File: config.mk
export PLATFORM = sky130hd
export DESIGN_NAME = id_issue_ctrl
export DESIGN_NICKNAME = d
export VERILOG_FILES = /design/src/rtl/id_issue_ctrl_pkg.sv /design/src/rtl/id_issue_ctrl_scoreboard.sv /design/src/rtl/id_issue_ctrl.sv
export SDC_FILE = /design/constraint.sdc
export NUM_CORES = 1
export LEC_CHECK = 0
export ABC_AREA = 0
export BUFFER_PORTS_ARGS = -buffer_cell sky130_fd_sc_hd__buf_2
export CAP_MARGIN = 20
export CORE_MARGIN = 4
export CORE_UTILIZATION = 41
export CTS_BUF_LIST = sky130_fd_sc_hd__clkbuf_8
export DETAILED_ROUTE_END_ITERATION = 10
export HOLD_SLACK_MARGIN = 0.06
export PLACE_DENSITY = 0.83
export SLEW_MARGIN = 20
export SYNTH_ARGS = -nofsm -noshare
export SYNTH_HDL_FRONTEND = slang
export SYNTH_HIERARCHICAL = 1
export SYNTH_SLANG_ARGS = --single-unit
File: constraint.sdc
create_clock -name i_clk -period 4.55 [get_ports i_clk]
set_input_delay 1.365 -clock i_clk [delete_from_list [all_inputs] [get_ports i_clk]]
set_output_delay 1.365 -clock i_clk [all_outputs]
set_load 0.01 [all_outputs]
File: src/rtl/id_issue_ctrl_pkg.sv
// rtl/id_issue_ctrl_pkg.sv - shared types and constants for the ID issue controller
//
// Purpose : FSM state codes, forwarding select codes, scoreboard slot layout
//           and the source/slot match helper used by the scoreboard.
// Ports   : none (package)
package id_issue_ctrl_pkg;

  typedef enum logic [1:0] {
    ICTL_RUN    = 2'd0,
    ICTL_DRAIN  = 2'd1,
    ICTL_SERIAL = 2'd2
  } ictl_state_t;

  localparam logic [1:0] FWD_SEL_RF  = 2'b00;
  localparam logic [1:0] FWD_SEL_EX  = 2'b01;
  localparam logic [1:0] FWD_SEL_MEM = 2'b10;
  localparam logic [1:0] FWD_SEL_WB  = 2'b11;

  // Number of stall cycles a serialising instruction imposes after it issues.
  localparam logic [1:0] SERIAL_CYCLES = 2'd3;

  // Slot layout: {occ, wr, rd[4:0], ld}
  localparam int SLOT_BUS = 8;

  typedef struct packed {
    logic       occ;
    logic       wr;
    logic [4:0] rd;
    logic       ld;
  } slot_t;

  // A slot supplies a source only if it writes a non-zero register that the
  // source actually reads; x0 is never a forwarding target.
  function automatic logic slot_match(input slot_t s, input logic ena, input logic [4:0] rs);
    return s.wr & ena & (rs != 5'd0) & (rs == s.rd);
  endfunction

endpackage

File: src/rtl/id_issue_ctrl_scoreboard.sv
// rtl/id_issue_ctrl_scoreboard.sv - 3-slot in-flight destination tracker with forwarding select
//
// Purpose : Shifts issued-instruction descriptors through EX/MEM/WB slots and
//           derives forwarding selects and the RAW hazard for the ID sources.
// Ports   : i_clk, i_rst_n        clock, async active-low reset
//           i_advance             1 = pipe moves (memory not stalling)
//           i_issue               ID instruction enters EX this cycle
//           i_rd_ena/i_rd_addr    destination of the issuing instruction
//           i_mem_to_reg          issuing instruction is a load
//           i_rs1_*/i_rs2_*       ID source operands
//           o_fwd_rs1/rs2_sel     forwarding source code
//           o_raw_hz              unresolvable read-after-write hazard
//           o_any_occ             any slot holds an instruction
module id_issue_ctrl_scoreboard
  import id_issue_ctrl_pkg::*;
#(
  parameter bit FWD_EN = 1'b1
) (
  input  logic       i_clk,
  input  logic       i_rst_n,
  input  logic       i_advance,
  input  logic       i_issue,
  input  logic       i_rd_ena,
  input  logic [4:0] i_rd_addr,
  input  logic       i_mem_to_reg,
  input  logic       i_rs1_ena,
  input  logic [4:0] i_rs1_addr,
  input  logic       i_rs2_ena,
  input  logic [4:0] i_rs2_addr,
  output logic [1:0] o_fwd_rs1_sel,
  output logic [1:0] o_fwd_rs2_sel,
  output logic       o_raw_hz,
  output logic       o_any_occ
);

  slot_t r_ex;
  slot_t r_mem;
  slot_t r_wb;

  logic [SLOT_BUS-1:0] w_ex_nxt;
  logic w_m1_ex, w_m1_mem, w_m1_wb;
  logic w_m2_ex, w_m2_mem, w_m2_wb;

  // A write to x0 is tracked for occupancy but never marked as a writer.
  assign w_ex_nxt = i_issue ? {1'b1, i_rd_ena & (i_rd_addr != 5'd0), i_rd_addr, i_mem_to_reg}
                            : '0;

  always_ff @(posedge i_clk or negedge i_rst_n) begin
    if (!i_rst_n) begin
      r_ex  <= '0;
      r_mem <= '0;
      r_wb  <= '0;
    end else if (i_advance) begin
      r_wb  <= r_mem;
      r_mem <= r_ex;
      r_ex  <= slot_t'(w_ex_nxt);
    end
  end

  assign w_m1_ex  = slot_match(r_ex,  i_rs1_ena, i_rs1_addr);
  assign w_m1_mem = slot_match(r_mem, i_rs1_ena, i_rs1_addr);
  assign w_m1_wb  = slot_match(r_wb,  i_rs1_ena, i_rs1_addr);
  assign w_m2_ex  = slot_match(r_ex,  i_rs2_ena, i_rs2_addr);
  assign w_m2_mem = slot_match(r_mem, i_rs2_ena, i_rs2_addr);
  assign w_m2_wb  = slot_match(r_wb,  i_rs2_ena, i_rs2_addr);

  // Youngest producer wins so the most recent value of the register is used.
  function automatic logic [1:0] pick_sel(input logic ex, input logic mem, input logic wb);
    if (ex)       return FWD_SEL_EX;
    else if (mem) return FWD_SEL_MEM;
    else if (wb)  return FWD_SEL_WB;
    else          return FWD_SEL_RF;
  endfunction

  always_comb begin
    o_fwd_rs1_sel = FWD_SEL_RF;
    o_fwd_rs2_sel = FWD_SEL_RF;
    o_raw_hz      = 1'b0;
    if (FWD_EN) begin
      o_fwd_rs1_sel = pick_sel(w_m1_ex, w_m1_mem, w_m1_wb);
      o_fwd_rs2_sel = pick_sel(w_m2_ex, w_m2_mem, w_m2_wb);
      // Load data only exists from MEM onward, so a load in EX cannot forward.
      o_raw_hz      = (w_m1_ex | w_m2_ex) & r_ex.ld;
    end else begin
      o_raw_hz = w_m1_ex | w_m1_mem | w_m1_wb | w_m2_ex | w_m2_mem | w_m2_wb;
    end
  end

  assign o_any_occ = r_ex.occ | r_mem.occ | r_wb.occ;

endmodule

File: src/rtl/id_issue_ctrl.sv
// rtl/id_issue_ctrl.sv - decode-to-execute issue, hazard and redirect controller
//
// Purpose : Decides each cycle whether the ID instruction issues, stalls or is
//           flushed; serialises SYSTEM/FENCE; applies EX-resolved redirects.
// Ports   : i_clk, i_rst_n            clock, async active-low reset
//           i_id_*                    decoded ID instruction fields
//           i_mem_stall               memory busy, EX/MEM/WB frozen
//           i_ex_redirect/i_ex_target taken branch/jump from EX and its target
//           o_id_issue                ID instruction enters EX
//           o_id_stall/o_if_stall     hold ID / hold PC and IF/ID
//           o_if_flush/o_id_flush     kill IF/ID / bubble into EX
//           o_pc_redirect(_addr)      load PC with target
//           o_fwd_rs1_sel/rs2_sel     00 RF, 01 EX, 10 MEM, 11 WB
module id_issue_ctrl
  import id_issue_ctrl_pkg::*;
#(
  parameter int XLEN   = 64,
  parameter bit FWD_EN = 1'b1
) (
  input  logic            i_clk,
  input  logic            i_rst_n,
  input  logic            i_id_valid,
  input  logic            i_id_rs1_ena,
  input  logic [4:0]      i_id_rs1_addr,
  input  logic            i_id_rs2_ena,
  input  logic [4:0]      i_id_rs2_addr,
  input  logic            i_id_rd_ena,
  input  logic [4:0]      i_id_rd_addr,
  input  logic            i_id_mem_to_reg,
  input  logic            i_id_serialize,
  input  logic            i_mem_stall,
  input  logic            i_ex_redirect,
  input  logic [XLEN-1:0] i_ex_target,
  output logic            o_id_issue,
  output logic            o_id_stall,
  output logic            o_if_stall,
  output logic            o_if_flush,
  output logic            o_id_flush,
  output logic            o_pc_redirect,
  output logic [XLEN-1:0] o_pc_redirect_addr,
  output logic [1:0]      o_fwd_rs1_sel,
  output logic [1:0]      o_fwd_rs2_sel
);

  ictl_state_t r_state;
  ictl_state_t w_state_nxt;
  logic [1:0]  r_cnt;
  logic [1:0]  w_cnt_nxt;

  logic w_raw_hz;
  logic w_any_occ;
  logic w_redirect_acc;
  logic w_fsm_block;
  logic w_stall;
  logic w_issue;

  id_issue_ctrl_scoreboard #(
    .FWD_EN (FWD_EN)
  ) u_scoreboard (
    .i_clk         (i_clk),
    .i_rst_n       (i_rst_n),
    .i_advance     (~i_mem_stall),
    .i_issue       (w_issue),
    .i_rd_ena      (i_id_rd_ena),
    .i_rd_addr     (i_id_rd_addr),
    .i_mem_to_reg  (i_id_mem_to_reg),
    .i_rs1_ena     (i_id_rs1_ena),
    .i_rs1_addr    (i_id_rs1_addr),
    .i_rs2_ena     (i_id_rs2_ena),
    .i_rs2_addr    (i_id_rs2_addr),
    .o_fwd_rs1_sel (o_fwd_rs1_sel),
    .o_fwd_rs2_sel (o_fwd_rs2_sel),
    .o_raw_hz      (w_raw_hz),
    .o_any_occ     (w_any_occ)
  );

  // While memory stalls, EX is frozen and will present the redirect again.
  assign w_redirect_acc = i_ex_redirect & ~i_mem_stall;

  always_ff @(posedge i_clk or negedge i_rst_n) begin
    if (!i_rst_n) begin
      r_state <= ICTL_RUN;
      r_cnt   <= 2'd0;
    end else begin
      r_state <= w_state_nxt;
      r_cnt   <= w_cnt_nxt;
    end
  end

  always_comb begin
    w_state_nxt = r_state;
    w_cnt_nxt   = r_cnt;
    w_fsm_block = 1'b0;

    case (r_state)
      ICTL_RUN:    w_fsm_block = i_id_serialize & w_any_occ;
      ICTL_DRAIN:  w_fsm_block = w_any_occ | w_raw_hz;
      ICTL_SERIAL: w_fsm_block = 1'b1;
      default:     w_fsm_block = 1'b1;
    endcase

    w_stall = i_id_valid & (w_raw_hz | i_mem_stall | w_fsm_block) & ~w_redirect_acc;
    w_issue = i_id_valid & ~w_stall & ~w_redirect_acc & ~i_mem_stall;

    case (r_state)
      ICTL_RUN: begin
        if (i_id_valid & i_id_serialize & w_any_occ) begin
          w_state_nxt = ICTL_DRAIN;
        end else if (i_id_serialize & w_issue) begin
          w_state_nxt = ICTL_SERIAL;
          w_cnt_nxt   = SERIAL_CYCLES;
        end
      end
      ICTL_DRAIN: begin
        if (w_issue) begin
          w_state_nxt = ICTL_SERIAL;
          w_cnt_nxt   = SERIAL_CYCLES;
        end
      end
      ICTL_SERIAL: begin
        // Count only cycles in which the pipe actually advances; leave on the
        // cycle the count reaches zero so SERIAL lasts exactly SERIAL_CYCLES.
        if (!i_mem_stall) begin
          if (r_cnt <= 2'd1) begin
            w_state_nxt = ICTL_RUN;
            w_cnt_nxt   = 2'd0;
          end else begin
            w_cnt_nxt = r_cnt - 2'd1;
          end
        end
      end
      default: begin
        w_state_nxt = ICTL_RUN;
        w_cnt_nxt   = 2'd0;
      end
    endcase

    // A redirect squashes whatever ID held, including a pending serialiser.
    if (w_redirect_acc) begin
      w_state_nxt = ICTL_RUN;
      w_cnt_nxt   = 2'd0;
    end
  end

  assign o_id_issue         = w_issue;
  assign o_id_stall         = w_stall;
  assign o_if_stall         = w_stall;
  assign o_if_flush         = w_redirect_acc;
  assign o_id_flush         = w_redirect_acc | (~i_mem_stall & w_stall);
  assign o_pc_redirect      = w_redirect_acc;
  assign o_pc_redirect_addr = w_redirect_acc ? i_ex_target : '0;

endmodule

==> results_dict.tcl <==
set metrics [dict create \
    wl_mm 7.72 \
    crit_path_end "o_fwd_rs2_sel[1]" \
    clkSinkCount 26 \
    dp.cells 448 \
    clock_latency_ns 0.27 \
    via_per_inst 5.19 \
    irDropWorstVdd_v 0.000169 \
    hp-class "register to register" \
    start_kind "primary input" \
    final_nets 485 \
    vias 2402 \
    synth_fa_ha_area_share_pct 0 \
    die-area_um2 6190 \
    htree_levels 1 \
    synthSimpleGateAreaFrac_pct 31.8 \
    core.rowCount 25 \
    port-buffer-count 162 \
    io-pin-count 163 \
    cp_num_cells 11 \
    synth.distinct_cells 37 \
    ant_nets 0 \
    fin_crit_sh_pct 98.6 \
    relSlewSlack_pct 62.2 \
    criticalPathCategory "primary input to primary output" \
    setup_ws_ns 0.0643 \
    critPathRequiredTime_ns 3.18 \
    startpoint "i_id_rs2_addr[4]" \
    start_util_pct 42.8 \
    worstMarginPinSlew_ns 0.567 \
    area_growth_pct 51.3 \
    timing_hold_violations_final 0 \
    setup_violations 0 \
    synthArstFlopShare_pct 100 \
    synth_compound_area_share_pct 8.55 \
    ys_warn_count 6 \
    ys_seq_area_share_pct 31.8 \
    r2r_start "u_scoreboard/r_ex[5]" \
    grt_max_degree 51 \
    drive_above_1_share_pct 54.2 \
    power_density_nw_per_um2 191 \
    ys_ff_latch 26 \
    pre_cts_slack_ns -0.0220 \
    syn_inst 230 \
    grt_pass1_vias 2266 \
    avgSynthCellArea_um2 8.91 \
    synthMuxAreaShare_pct 8.25 \
    cp-end-kind "primary output" \
    overflow 0 \
    synth_ff_type "dfrtp_1" \
    cts_root_buf "clkbuf_8" \
    cp.buffers_inverters 7 \
    die_w_um 78.7 \
    crit_path_top_delay_cell "or4_1" \
    fin_skew_ns 0.00250 \
    report.final.slew_viol_count 0 \
    cts_tree "yes" \
    synth_xor_area_share_pct 12.8 \
    track_usage_pct 23.6 \
    hpwl_mm 6.23 \
    wl_per_cell_um 16.7 \
    first_pass_iters 4 \
    grt_pass1_wl_mm 11.5 \
    syn-num-nets 319 \
    syn_area_um2 2050 \
    clock_path_buffers 2 \
    r2r_end "u_scoreboard/r_ex[7]" \
    max_cap_violations 0 \
    gp_congestion 0.950 \
    drt_iter0_drc 127 \
    cp_max_fo 4 \
    ff2ff_path_depth 8 \
    critPathArrivalTime_ns 3.12 \
    crit_top_cell "buf_4" \
    leakagePower_nw 1.95 \
    fin_cells 463 \
    die_h_um 78.7 \
    period_minus_slack_ns 4.49 \
    antenna_found_initial 0 \
    cts.clk_slew.worst_paths_ns 0.09 \
    cts_made_buffers 3 \
    outcome "complete, no violations" \
    finish.utilization_pct 64.7 \
    path_cells "buf_2 > or4_1 > o21a_1 > nand4_1 > buf_4 > buf_4 > buf_4 > buf_4 > buf_4 > a21boi_4 > buf_6" \
    max_freq_mhz 223 \
    drcViolationCount 0 \
    synth_top_family_by_area "simple AND/OR/NAND/NOR gates" \
    critical_path.top_delay_family "buffers and inverters" \
    cts_hold_buf 0 \
    synth_edf_count 0 \
    core-area_um2 4790 \
    slowest_delay_ns 0.51 \
    rsz0062_at_grt "false" \
    rrSetupSlack_ns 2.28 \
    p_total_mw 0.591 \
]
## registers in the layout, indices dropped and copies added, names as in the netlist
register,count
r_cnt,2
r_state,2
u_scoreboard/r_mem,7
u_scoreboard/r_ex,8
u_scoreboard/r_wb,7
## placed cells by master, fill, tap and decap left out, drive strengths merged
cell type / count
a21boi: 2
a21oi: 3
a2bb2oi: 1
a31o: 1
a31oi: 1
and3: 65
and4: 2
buf: 182
clkbuf: 4
dfrtp: 26
diode: 1
inv: 10
mux2: 15
nand2: 3
nand2b: 2
nand3: 7
nand4: 6
nor2: 2
nor3: 1
nor3b: 1
nor4: 6
nor4b: 2
o2111ai: 1
o211ai: 2
o21a: 2
o21ai: 12
o22ai: 1
or3: 1
or3b: 1
or4: 3
xnor2: 6
xor2: 24
## kinds of logic after synthesis
family | count (synthesis)
and+or+nand+nor | 102
buffers and inverters | 31
xor gates and xnor gates | 30
DFF | 26
AOI/OAI and AO/OA | 26
muxes | 15
## synth_stat cells, types with 2 or more instances
cell type  count  share of area (%)
inv_1          9                1.6
xnor2_1        6                2.6
nand2_1        3               0.55
buf_2          7                1.7
o21ai_1        2               0.49
nand2b_1       2               0.61
dfrtp_1       26                 32
o21ai_0        9                2.2
xor2_1        24                 10
buf_4          2               0.73
and3_1        65                 20
clkbuf_1      11                2.0
nand4_1        6                1.8
and4_4         2                1.1
a21oi_1        3               0.73
nor4b_2        2                1.5
nor2_1         2               0.37
nor4_1         6                1.8
or4_1          3                1.1
nand3_1        7                1.7
a21boi_2       2                1.1
mux2_2        15                8.2
o21a_1         2               0.73
## timing repair
item | 4_1_cts | 5_1_grt
gates resized for setup | 4 | 6
pin swaps | 5 | 5
setup buffers | 8 | 2
endpoints found under the setup margin | 4 | 5
## where the power goes
| part | switching [mW] | total (mW) | internal [mW] |
|---|---|---|---|
| Combinational | 0.0920 | 0.185 | 0.0932 |
| Clock | 0.0713 | 0.149 | 0.0774 |
| Sequential | 0.0147 | 0.257 | 0.242 |
| Total | 0.178 | 0.591 | 0.413 |
## layer usage
metal / GRT usage, % / wire (um) / vias to the layer above
met2: 41.5 / 3810 / 82
met4: 4.37 / 59 / 0
li1: - / - / 1159
met5: 0 / 0 / -
met3: 3.67 / 473 / 6
met1: 30.8 / 3370 / 1155
## worst min path at each step
stage | from | to | slack, ns | depth (start not counted)
floorplan | u_scoreboard/r_wb[7] | u_scoreboard/r_wb[7] | 0.47 | 1
global placement | u_scoreboard/r_wb[7] | u_scoreboard/r_wb[7] | 0.49 | 1
detailed placement | u_scoreboard/r_wb[7] | u_scoreboard/r_wb[7] | 0.49 | 1
CTS | u_scoreboard/r_wb[7] | u_scoreboard/r_wb[7] | 0.52 | 1
global route | u_scoreboard/r_mem[7] | u_scoreboard/r_wb[7] | 0.55 | 1
finish | u_scoreboard/r_wb[7] | u_scoreboard/r_wb[7] | 0.52 | 1
## final cells by class
type / count / area, um2
timing repair buffer: 182 / 976
multi-input combinational: 173 / 1290
sequential: 26 / 651
clock buffer: 4 / 55.1
tap: 67 / 83.8
antenna: 1 / 2.50
inverter: 10 / 37.5
fill: 429 / 1690
## metrics by stage
stage / cell area, um2 / hold slack [ns] / TNS (ns)
floorplan: 2050 / 0.472 / 0
global placement: 2920 / 0.490 / 0
detailed placement: 2920 / 0.495 / -0.0522
CTS: 3040 / 0.522 / 0
global route: 3100 / 0.547 / 0
finish: 3100 / 0.524 / 0
Note: power is estimated with default switching activity, not from simulation.
